**src/rtl/br_mask_ctrl_if.sv**
```systemverilog
// br_mask_ctrl_if: dispatch/resolve inputs and mask/recovery outputs of the branch mask controller
interface br_mask_ctrl_if #(parameter int BR_NUM = 4);
  localparam int CW = $clog2(BR_NUM) + 1;
  logic              br_dispatch_i;
  logic              br_resolve_vld_i;
  logic [BR_NUM-1:0] br_resolve_mask_i;
  logic              br_mispredict_i;
  logic [BR_NUM-1:0] br_mask_o;
  logic [BR_NUM-1:0] ent_mask_bit_o;
  logic [BR_NUM-1:0] alloc_mask_o;
  logic              full_o;
  logic [CW-1:0]     br_cnt_o;
  logic              rc_vld_o;
  logic [BR_NUM-1:0] rc_sel_o;
  logic [BR_NUM-1:0] squash_mask_o;
  modport master (
    output br_dispatch_i, br_resolve_vld_i, br_resolve_mask_i, br_mispredict_i,
    input  br_mask_o, ent_mask_bit_o, alloc_mask_o, full_o, br_cnt_o, rc_vld_o, rc_sel_o, squash_mask_o
  );
  modport slave (
    input  br_dispatch_i, br_resolve_vld_i, br_resolve_mask_i, br_mispredict_i,
    output br_mask_o, ent_mask_bit_o, alloc_mask_o, full_o, br_cnt_o, rc_vld_o, rc_sel_o, squash_mask_o
  );
endinterface

```
**src/rtl/br_mask_ctrl.sv**
```systemverilog
// br_mask_ctrl: branch tag allocation, resolve bookkeeping and mispredict recovery selection
module br_mask_ctrl #(
  parameter int BR_NUM = 4
) (
  input logic          clk,
  input logic          rst_n,
  br_mask_ctrl_if.slave bus
);
  localparam int CW = $clog2(BR_NUM) + 1;
  localparam logic [BR_NUM-1:0] ONE = {{(BR_NUM-1){1'b0}}, 1'b1};
  logic [BR_NUM-1:0] r_mask;
  logic [BR_NUM-1:0] r_dep [BR_NUM];
  logic              w_res_ok;
  logic              w_mis;
  logic              w_full;
  logic [BR_NUM-1:0] w_clr;
  logic [BR_NUM-1:0] w_alloc;
  logic [BR_NUM-1:0] w_dep_sel;
  logic [CW-1:0]     w_cnt;
  // only a one-hot tag naming a live entry is acted on; reset masks everything combinationally
  assign w_res_ok = rst_n && bus.br_resolve_vld_i && $onehot(bus.br_resolve_mask_i)
                    && |(r_mask & bus.br_resolve_mask_i);
  assign w_mis    = w_res_ok && bus.br_mispredict_i;
  assign w_clr    = (w_res_ok && !bus.br_mispredict_i) ? bus.br_resolve_mask_i : '0;
  assign w_full   = &r_mask;
  assign w_alloc  = (rst_n && bus.br_dispatch_i && !w_full && !w_mis) ? (~r_mask & (r_mask + ONE)) : '0;
  always_comb begin
    w_dep_sel = '0;
    w_cnt     = '0;
    for (int i = 0; i < BR_NUM; i++) begin
      w_dep_sel = w_dep_sel | (bus.br_resolve_mask_i[i] ? r_dep[i] : '0);
      w_cnt     = w_cnt + CW'(r_mask[i]);
    end
  end
  always_ff @(posedge clk or negedge rst_n) begin
    if (!rst_n) begin
      r_mask <= '0;
      for (int i = 0; i < BR_NUM; i++) r_dep[i] <= '0;
    end else if (w_mis) begin
      r_mask <= w_dep_sel;
    end else begin
      r_mask <= (r_mask & ~w_clr) | w_alloc;
      for (int i = 0; i < BR_NUM; i++) r_dep[i] <= w_alloc[i] ? (r_mask & ~w_clr) : (r_dep[i] & ~w_clr);
    end
  end
  assign bus.br_mask_o      = r_mask;
  assign bus.ent_mask_bit_o = r_mask;
  assign bus.alloc_mask_o   = w_alloc;
  assign bus.full_o         = w_full;
  assign bus.br_cnt_o       = w_cnt;
  assign bus.rc_vld_o       = w_mis;
  assign bus.rc_sel_o       = w_mis ? bus.br_resolve_mask_i : '0;
  assign bus.squash_mask_o  = w_mis ? (r_mask & ~w_dep_sel) : '0;
endmodule
```
**src/flat_wrapper.sv**
```systemverilog
// flat-port wrapper written by rule: the top's interface ports become plain ports
module br_mask_ctrl_flat 
#(
  parameter int BR_NUM = 4
)
  (clk, rst_n, bus_br_dispatch_i, bus_br_resolve_vld_i, bus_br_resolve_mask_i, bus_br_mispredict_i, bus_br_mask_o, bus_ent_mask_bit_o, bus_alloc_mask_o, bus_full_o, bus_br_cnt_o, bus_rc_vld_o, bus_rc_sel_o, bus_squash_mask_o);
  br_mask_ctrl_if #(.BR_NUM(BR_NUM)) bus_i ();
  input logic clk;
  input logic rst_n;
  input wire logic [$bits(bus_i.br_dispatch_i)-1:0] bus_br_dispatch_i;
  input wire logic [$bits(bus_i.br_resolve_vld_i)-1:0] bus_br_resolve_vld_i;
  input wire logic [$bits(bus_i.br_resolve_mask_i)-1:0] bus_br_resolve_mask_i;
  input wire logic [$bits(bus_i.br_mispredict_i)-1:0] bus_br_mispredict_i;
  output wire logic [$bits(bus_i.br_mask_o)-1:0] bus_br_mask_o;
  output wire logic [$bits(bus_i.ent_mask_bit_o)-1:0] bus_ent_mask_bit_o;
  output wire logic [$bits(bus_i.alloc_mask_o)-1:0] bus_alloc_mask_o;
  output wire logic [$bits(bus_i.full_o)-1:0] bus_full_o;
  output wire logic [$bits(bus_i.br_cnt_o)-1:0] bus_br_cnt_o;
  output wire logic [$bits(bus_i.rc_vld_o)-1:0] bus_rc_vld_o;
  output wire logic [$bits(bus_i.rc_sel_o)-1:0] bus_rc_sel_o;
  output wire logic [$bits(bus_i.squash_mask_o)-1:0] bus_squash_mask_o;
  assign bus_i.br_dispatch_i = bus_br_dispatch_i;
  assign bus_i.br_resolve_vld_i = bus_br_resolve_vld_i;
  assign bus_i.br_resolve_mask_i = bus_br_resolve_mask_i;
  assign bus_i.br_mispredict_i = bus_br_mispredict_i;
  assign bus_br_mask_o = bus_i.br_mask_o;
  assign bus_ent_mask_bit_o = bus_i.ent_mask_bit_o;
  assign bus_alloc_mask_o = bus_i.alloc_mask_o;
  assign bus_full_o = bus_i.full_o;
  assign bus_br_cnt_o = bus_i.br_cnt_o;
  assign bus_rc_vld_o = bus_i.rc_vld_o;
  assign bus_rc_sel_o = bus_i.rc_sel_o;
  assign bus_squash_mask_o = bus_i.squash_mask_o;
  br_mask_ctrl #(.BR_NUM(BR_NUM)) u_core (.clk(clk), .rst_n(rst_n), .bus(bus_i));
endmodule
```
**config.mk**
```make
export PLATFORM = sky130hd
export DESIGN_NAME = br_mask_ctrl_flat
export DESIGN_NICKNAME = d
export VERILOG_FILES = /design/src/rtl/br_mask_ctrl_if.sv /design/src/rtl/br_mask_ctrl.sv /design/src/flat_wrapper.sv
export SDC_FILE = /design/constraint.sdc
export NUM_CORES = 1
export LEC_CHECK = 0
export BUFFER_PORTS_ARGS = -buffer_cell sky130_fd_sc_hd__buf_2
export CORE_MARGIN = 3
export CORE_UTILIZATION = 55
export CTS_CLUSTER_DIAMETER = 80
export DETAILED_ROUTE_END_ITERATION = 16
export GPL_ROUTABILITY_DRIVEN = 1
export PLACE_DENSITY = 0.89
export SETUP_SLACK_MARGIN = 0.2
export SYNTH_ARGS = -nofsm -noshare
export SYNTH_HDL_FRONTEND = slang
export SYNTH_SLANG_ARGS = --single-unit
```
**constraint.sdc**
```tcl
create_clock -name clk -period 5.4 [get_ports clk]
set_input_delay 0.27 -clock clk [delete_from_list [all_inputs] [get_ports clk]]
set_output_delay 0.27 -clock clk [all_outputs]
set_load 0.01 [all_outputs]
```
# After elaboration in Yosys (flattened, before gate mapping)
# Cells that the tools add are included.
# classes
bitwise	15
eq_ne	1
add_sub_neg	7
mux	13
n_reduce_logical	13
# op_table
op	n
4-bit two-way mux	13
4-bit AND	8
4-bit OR	4
4-bit inverter	3
1-bit logical AND	8
1-bit by 1-bit adder with 2-bit output	3
3-bit by 1-bit adder with 3-bit output	2
4-bit by 1-bit adder with 4-bit output, second input constant	1
4-bit AND reduction	1
4-bit OR reduction	1
3-bit adder	1
3-bit by 1-bit == test with 1-bit output, second input constant	1
1-bit zero test	3
# word_totals
inputBits	9
wordCells	54
reg_bits	20
out_inout_bits	25

# Longest topological paths before layout
# Gate-level depths: netlist of the first run.
# logic_depth
word_depth	11
depth_mapped	9
depth_no_buf	8

# Least setup slack after synthesis of the first run
# No wires, ideal clock.
# synth_path
path_kind	input to output
startpoint	input port bus_br_resolve_mask_i[2]
endpoint	output port bus_squash_mask_o[0]
path_slack_ps	2735
arrival_time_ps	2395
stages	8
n_path_buf	1
required_time_ps	5130
path_cell_list	ha_1 -> ha_1 -> fa_1 -> nor3b_2 -> o211ai_4 -> inv_2 -> clkbuf_1 -> and3_1
# synth_via
elab_chain_len	7
elab_cells_between_ends	14
classes_between	2 x add/sub; 1 x eq/ne; 2 x mux; 5 x bitwise; 4 x reduce/logical
# synth_rtl
element	line_no	source
from (decl)	flat_wrapper.sv:12	input wire logic [$bits(bus_i.br_resolve_mask_i)-1:0] bus_br_resolve_mask_i;
1-bit by 1-bit adder with 2-bit output (not written as such)	br_mask_ctrl.sv:21	assign w_res_ok = rst_n && bus.br_resolve_vld_i && $onehot(bus.br_resolve_mask_i)
3-bit adder (not written as such)	br_mask_ctrl.sv:21	
3-bit by 1-bit == test with 1-bit output	br_mask_ctrl.sv:21	
1-bit logical AND	br_mask_ctrl.sv:21	
1-bit logical AND (*)	br_mask_ctrl.sv:22	&& |(r_mask & bus.br_resolve_mask_i);
1-bit logical AND (*)	br_mask_ctrl.sv:23	assign w_mis = w_res_ok && bus.br_mispredict_i;
net bus_rc_vld_o	flat_wrapper.sv:19	output wire logic [$bits(bus_i.rc_vld_o)-1:0] bus_rc_vld_o;
4-bit two-way mux (*)	br_mask_ctrl.sv:53	assign bus.squash_mask_o = w_mis ? (r_mask & ~w_dep_sel) : '0;
to (decl)	flat_wrapper.sv:21	output wire logic [$bits(bus_i.squash_mask_o)-1:0] bus_squash_mask_o;
# Mark *: on every way through the listed nets, which the timed path passes. The rest lies on a longest branch.

# Worst setup path after layout of the first run
# layout_path
startpoint	input port bus_br_resolve_mask_i[2]
endpoint	output port bus_alloc_mask_o[2]
# layout_via
elab_chain_len	9
elab_cells_between_ends	11
classes_between	2 x add/sub; 1 x eq/ne; 1 x mux; 1 x bitwise; 6 x reduce/logical
# layout_rtl
element	line_no	source
1-bit by 1-bit adder with 2-bit output (not written as such)	br_mask_ctrl.sv:21	
3-bit adder (not written as such)	br_mask_ctrl.sv:21	
3-bit by 1-bit == test with 1-bit output	br_mask_ctrl.sv:21	
1-bit logical AND	br_mask_ctrl.sv:21	
1-bit logical AND (*)	br_mask_ctrl.sv:22	
1-bit logical AND (*)	br_mask_ctrl.sv:23	
1-bit zero test (*)	br_mask_ctrl.sv:26	assign w_alloc = (rst_n && bus.br_dispatch_i && !w_full && !w_mis) ? (~r_mask & (r_mask + ONE)) : '0;
1-bit logical AND (*)	br_mask_ctrl.sv:26	
4-bit two-way mux (*)	br_mask_ctrl.sv:26	
to (decl)	flat_wrapper.sv:16	output wire logic [$bits(bus_i.alloc_mask_o)-1:0] bus_alloc_mask_o;
# Mark *: on every way between the ends. The rest lies on a longest branch, timed or not.

==> results of run 1 <==
## flip-flops by register name, indices dropped and copies added (netlist names)
signal,flops
u_core.r_dep,16
u_core.bus.br_mask_o,4
## report_power, final
group          switching, mW  internal (mW)  leakage (nW)
registers             0.0685          0.212         0.240
logic                  0.184          0.153         0.587
clock network         0.0456         0.0411        0.0210
total                  0.298          0.406         0.848
## worst max-delay path, delay by kind of cell
kind	cells	cell delay, ns
AOI/OAI and AO/OA	1	0.21
adders and majority gates	3	0.98
buffers and inverters	4	0.56
and+or+nand+nor	2	0.78
## final cells by class
cell class                      instances  area [µm²]
Fill cell                             158         603
Tap cell                               27        33.8
Clock buffer                            4        36.3
Inverter                                6        22.5
Multi-Input combinational cell         86         691
Timing Repair Buffer                   34         175
Sequential cell                        20         500
## metrics by stage
step	hold WS, ns	power [mW]	setup slack, ns	instances
after global routing	0.466	0.766	2.17	177
after global placement	0.240	0.606	2.48	172
after CTS	0.440	0.706	2.35	177
after detailed placement	0.247	0.619	2.36	172
final	0.439	0.704	2.32	177
after floorplan	-0.0256	0.515	2.74	118
## worst paths after layout
kind / end / cells past startpoint
setup reg to reg: u_core.r_dep[6] / 5
hold / removal: u_core.r_dep[3] / 4
min in group asynchronous: u_core.r_dep[0] / 2
hold reg to reg: u_core.r_dep[2] / 1
setup / recovery: bus_alloc_mask_o[2] / 10
max in group asynchronous: u_core.r_dep[4] / 2
## repair_timing
action | CTS | global route
hold buffers | 1 | 0
gates resized for setup | 0 | 0
endpoints found under the hold margin | 20 | 0
## metal layers
metal  part of all wire [%]  global-route usage, %
met4                    2.4                   12.3
met1                     42                   31.7
met2                     46                   36.1
met3                    9.7                   3.60
met5                      0                      0
## kinds of logic after synthesis
family | share of synthesized area [%]
simple gates | 19.5
fa+ha+maj | 9.19
compound gates | 17.7
buf+inv | 4.89
flops | 40.0
mux | 8.79
## cells in the mapped netlist, drive strengths merged, types with 2 or more instances
master / number / area share (%)
and4b: 2 / 1.6
mux2i: 11 / 8.8
nand2: 17 / 5.1
fa: 2 / 3.2
nor2: 3 / 0.90
nand3: 2 / 0.80
o21a: 3 / 1.8
o211ai: 5 / 4.1
ha: 6 / 6.0
and3: 8 / 4.0
a22o: 6 / 5.0
a221oi: 4 / 2.8
and2: 4 / 2.0
dfrtp: 20 / 40
buf: 5 / 2.8
inv: 6 / 1.8
o2111ai: 4 / 2.8
==> qor.yml, run 1 <==
outcome:
  status: "completed"
timing:
  setup_violations: 0
  fmax_mhz: 325
  tightest_slew_ns: 0.647
  slew_headroom_pct: 56.5
  rsz0062_at_grt: "false"
  post-route-min-period_ns: 3.08
  slew_violations: 0
  hold_viol_final: 0
  setup_tns_ns: 0
  post-route-period-util_pct: 57.0
  skew_ns: 0.00343
clock_network:
  clock_latency_ns: 0.30
  htreeDepth: 1
  numCtsBuffers: 3
  clockBufferDepth: 2
  root_buffer: "clkbuf_4"
  cts_tree: "done"
  clock-sinks: 20
  post_cts_buffers: 0
  clkTransAtPathRegs_ns: 0.11
global_route:
  grt_pass1_wl_mm: 4.92
  grt-ovfl-total: 0
  grt_max_degree: 23
  grt_pass1_vias: 1078
  grt_usage_pct: 23.5
  antenna_found_initial: 0
synthesis:
  ys_ff_latch: 20
  synth_area_per_cell_um2: 10.6
  ys.flop_type: "dfrtp_1"
  synth_cell_type_count: 32
  synthCells: 118
  synth_seq_area_share_pct: 40.0
  ys_warn_count: 0
  synth_area_mm2: 0.00125
  syn_nets: 135
  async_flop_share_pct: 100
  synth_edf_count: 0
critical_path:
  slowest_stage: "nor3b_2"
  cp_cell_sequence: "buf_2, ha_1, ha_1, fa_1, nor3b_2, o211ai_4, inv_2, or4b_1, inv_1, buf_2"
  r2r_setup_slack_ns: 3.06
  worstSetupStartpointType: "input port"
  critPathLaunch: "bus_br_resolve_mask_i[2]"
  crit_type: "input port to output port"
  max_stage_delay_ns: 0.47
  r2r-start: "u_core.bus.br_mask_o[2]"
  critPathCaptureType: "output port"
  critPathMaxFanout: 13
  cp.arrival_ns: 2.81
  worstPathRequired_ns: 5.13
place:
  routabilityCongestion: 0.978
  placedInstanceArea_mm2: 0.00141
  io_buffers: 33
  dp_hpwl_mm: 2.30
final_layout:
  fin_area_mm2: 0.00146
  final_util_pct: 70.8
  n_antenna_cell: 0
  areaGrowthSynthToFinish_pct: 16.5
  fin_nets: 168
  drive_above_1_share_pct: 28.7
  final_cell_mix: "buf_2 (33), dfrtp_1 (20), nand2_1 (17)"
  final_common_cell: "buf_2"
route:
  via_per_inst: 6.32
  first_pass_iters: 5
  wl_per_cell_um: 17.1
  drc: 0
  drt_iter0_markers: 31
  routed_wl_mm: 3.02
  vias: 1119
  ant_nets: 0
floorplanning:
  fp.dieW_um: 53.7
  core-area_mm2: 0.00206
  io_pins: 34
  rows: 16
  start_util_pct: 60.7
  die_area_mm2: 0.00289
  fp.dieH_um: 53.7
pwr:
  p_per_area_mw_per_mm2: 483
  power_leakage_nw: 0.848
  ir_worst_vdd_v: 0.000275
worst_hold_path:
  hp-class: "input port to flip-flop"
  hold_path.startpoint: "bus_br_dispatch_i"
run:
  cap_viol_max_count: 0
Note: power is estimated with default switching activity, not from simulation.
==> run 2: changes to the inputs <==
--- a/config.mk
+++ b/config.mk
@@ -7,11 +7,11 @@
 export LEC_CHECK = 0
 export BUFFER_PORTS_ARGS = -buffer_cell sky130_fd_sc_hd__buf_2
 export CORE_MARGIN = 3
-export CORE_UTILIZATION = 55
+export CORE_UTILIZATION = 46
 export CTS_CLUSTER_DIAMETER = 80
 export DETAILED_ROUTE_END_ITERATION = 16
 export GPL_ROUTABILITY_DRIVEN = 1
-export PLACE_DENSITY = 0.89
+export PLACE_DENSITY = 0.8
 export SETUP_SLACK_MARGIN = 0.2
 export SYNTH_ARGS = -nofsm -noshare
 export SYNTH_HDL_FRONTEND = slang
==> constraint.sdc (replaced) <==
create_clock -name clk -period 2.5 [get_ports clk]
set_input_delay 0.125 -clock clk [delete_from_list [all_inputs] [get_ports clk]]
set_output_delay 0.125 -clock clk [all_outputs]
set_load 0.01 [all_outputs]
==> run 2 against run 1 <==
Compared with the run above: core utilization decreased by 6.5 points; setup slack worse by 2.1 ns; non-clock buffer count is 15 higher; clock power up 120%; count of clock-buffer cells in the layout did not move; wire length increased by 13%; via count is 2.6% higher; combinational power grew to 2.5 times the previous value; highest routed layer unchanged.
==> qor.yml, run 2 (synthesis results as in run 1) <==
place:
  dp_cells: 189
  placedInstanceArea_mm2: 0.00153
  dp_hpwl_mm: 2.44
  routabilityCongestion: 0.841
  io_buffers: 33
timing:
  setup_violations: 0
  slew_headroom_pct: 61.0
  tightest_slew_ns: 0.584
  rsz0062_at_grt: "true"
  post-route-min-period_ns: 2.30
  slew_violations: 0
  hold_viol_final: 0
  fmax_mhz: 435
  post-route-period-util_pct: 92.0
  skew_ns: 0.0160
global_route:
  grt_pass1_vias: 1060
  grt-ovfl-total: 0
  grt_pass1_wl_mm: 5.26
  grt_max_degree: 17
  grt_usage_pct: 20.5
  antenna_found_initial: 0
clock_network:
  htreeDepth: 1
  clkTransAtPathRegs_ns: 0.12
  root_buffer: "clkbuf_4"
  clock-sinks: 20
  numCtsBuffers: 3
  clockBufferDepth: 2
  cts_tree: "done"
  clock_latency_ns: 0.31
worst_hold_path:
  hp-class: "input port to asynchronous set/reset pin"
outcome:
  status: "completed"
route:
  first_pass_iters: 4
  drt_iter0_markers: 55
  vias: 1148
  routed_wl_mm: 3.42
  ant_nets: 0
  drc: 0
  wl_per_cell_um: 17.5
  via_per_inst: 5.89
critical_path:
  max_stage_delay_ns: 0.54
  slowest_stage: "fa_1"
  worstPathRequired_ns: 2.38
  crit_type: "input port to output port"
  cp.arrival_ns: 2.18
  critPathMostFrequentCell: "buf_2"
  critPathTopFamily: "adder cells"
  critPathMaxFanout: 2
  cp_cell_sequence: "buf_2, ha_1, ha_2, fa_1, nor3b_4, o211ai_4, inv_2, or4b_4, inv_1, buf_2"
  critPathCaptureType: "output port"
  crit_buf_inv: 4
  worstSetupStartpointType: "input port"
floorplanning:
  start_util_pct: 49.7
  core-area_mm2: 0.00252
  die_area_mm2: 0.00338
  fp.dieW_um: 58.2
  io_pins: 34
  rows: 18
  fp.dieH_um: 58.2
pwr:
  comb_power_share_pct: 52.8
  p_switching_uw: 669
  ir_worst_vdd_v: 0.000741
  p_clk_share_pct: 11.9
  power_mw: 1.60
  power_leakage_nw: 0.923
  internal_power_uw: 929
  p_per_area_mw_per_mm2: 986
  power_frac_seq_pct: 35.3
  swShare_pct: 41.9
final_layout:
  regArea_um2: 500
  fin_area_mm2: 0.00162
  drive_above_1_share_pct: 38.2
  fin_cells: 195
  final_cell_mix: "buf_2 (33), dfrtp_1 (20), nand2_1 (16)"
  top_register: "u_core.r_dep"
  areaGrowthSynthToFinish_pct: 29.4
  fin_nets: 183
  final_common_cell: "buf_2"
  largest_reg_flops: 16
  multiInputGateArea_um2: 732
  fillers: 200
  n_antenna_cell: 0
run:
  cap_viol_max_count: 0
[run 2: routing by layer]
| layer | track usage [%] | routed length [µm] |
|---|---|---|
| met1 | 27.9 | 1410 |
| met2 | 33.9 | 1720 |
| met3 | 4.90 | 287 |
| met4 | 2.98 | 11 |
| met5 | 0 | 0 |
[run 2: repair_timing]
action,4_1_cts,5_1_grt
endpoints found under the setup margin,4,12
setup buffers,1,0
endpoints found under the hold margin,20,0
hold buffers,1,0
gates resized for setup,3,4
pin swaps,4,4
[run 2: power by group through the flow]
stage	registers (mW)	logic (mW)	clock network, mW
after floorplan	0.583	0.534	0
after global placement	0.558	0.789	0
after detailed placement	0.568	0.805	0
after CTS	0.560	0.829	0.195
after global routing	0.584	0.922	0.210
final	0.564	0.844	0.190
[run 2: path summary, 6_finish.rpt]
check                      cells after the start  slack [ns]                      from                       to
min reg2reg                                    1        0.50           u_core.r_dep[1]          u_core.r_dep[1]
max in group asynchronous                      3        1.88                     rst_n          u_core.r_dep[7]
min                                            2        0.15                     rst_n  u_core.bus.br_mask_o[2]
max                                           10        0.20  bus_br_resolve_mask_i[2]      bus_alloc_mask_o[2]
max reg2reg                                    6        0.46   u_core.bus.br_mask_o[3]          u_core.r_dep[6]
min in group clk                               4        0.38  bus_br_resolve_mask_i[3]  u_core.bus.br_mask_o[0]
[run 2: area by class of cell]
| cell class | count | share of cell area [%] |
|---|---|---|
| clock buffers | 4 | 2.24 |
| well taps | 30 | 2.32 |
| flip-flops and latches | 20 | 30.9 |
| multi-input cells | 86 | 45.2 |
| repair buffers | 49 | 18.0 |
| inverters | 6 | 1.39 |
[run 2: metrics by stage]
step / worst slack [ns] / TNS, ns / hold slack (ns) / util [%]
2_1_floorplan: 0.182 / 0 / -0.171 / -
3_3_place_gp: 0.0689 / 0 / -0.0316 / 60.6
3_5_place_dp: -0.0394 / -0.0623 / -0.0368 / 60.6
4_1_cts: 0.128 / 0 / 0.155 / 63.3
5_1_grt: 0.177 / 0 / 0.152 / 64.2
6_report: 0.199 / 0 / 0.153 / 64.2
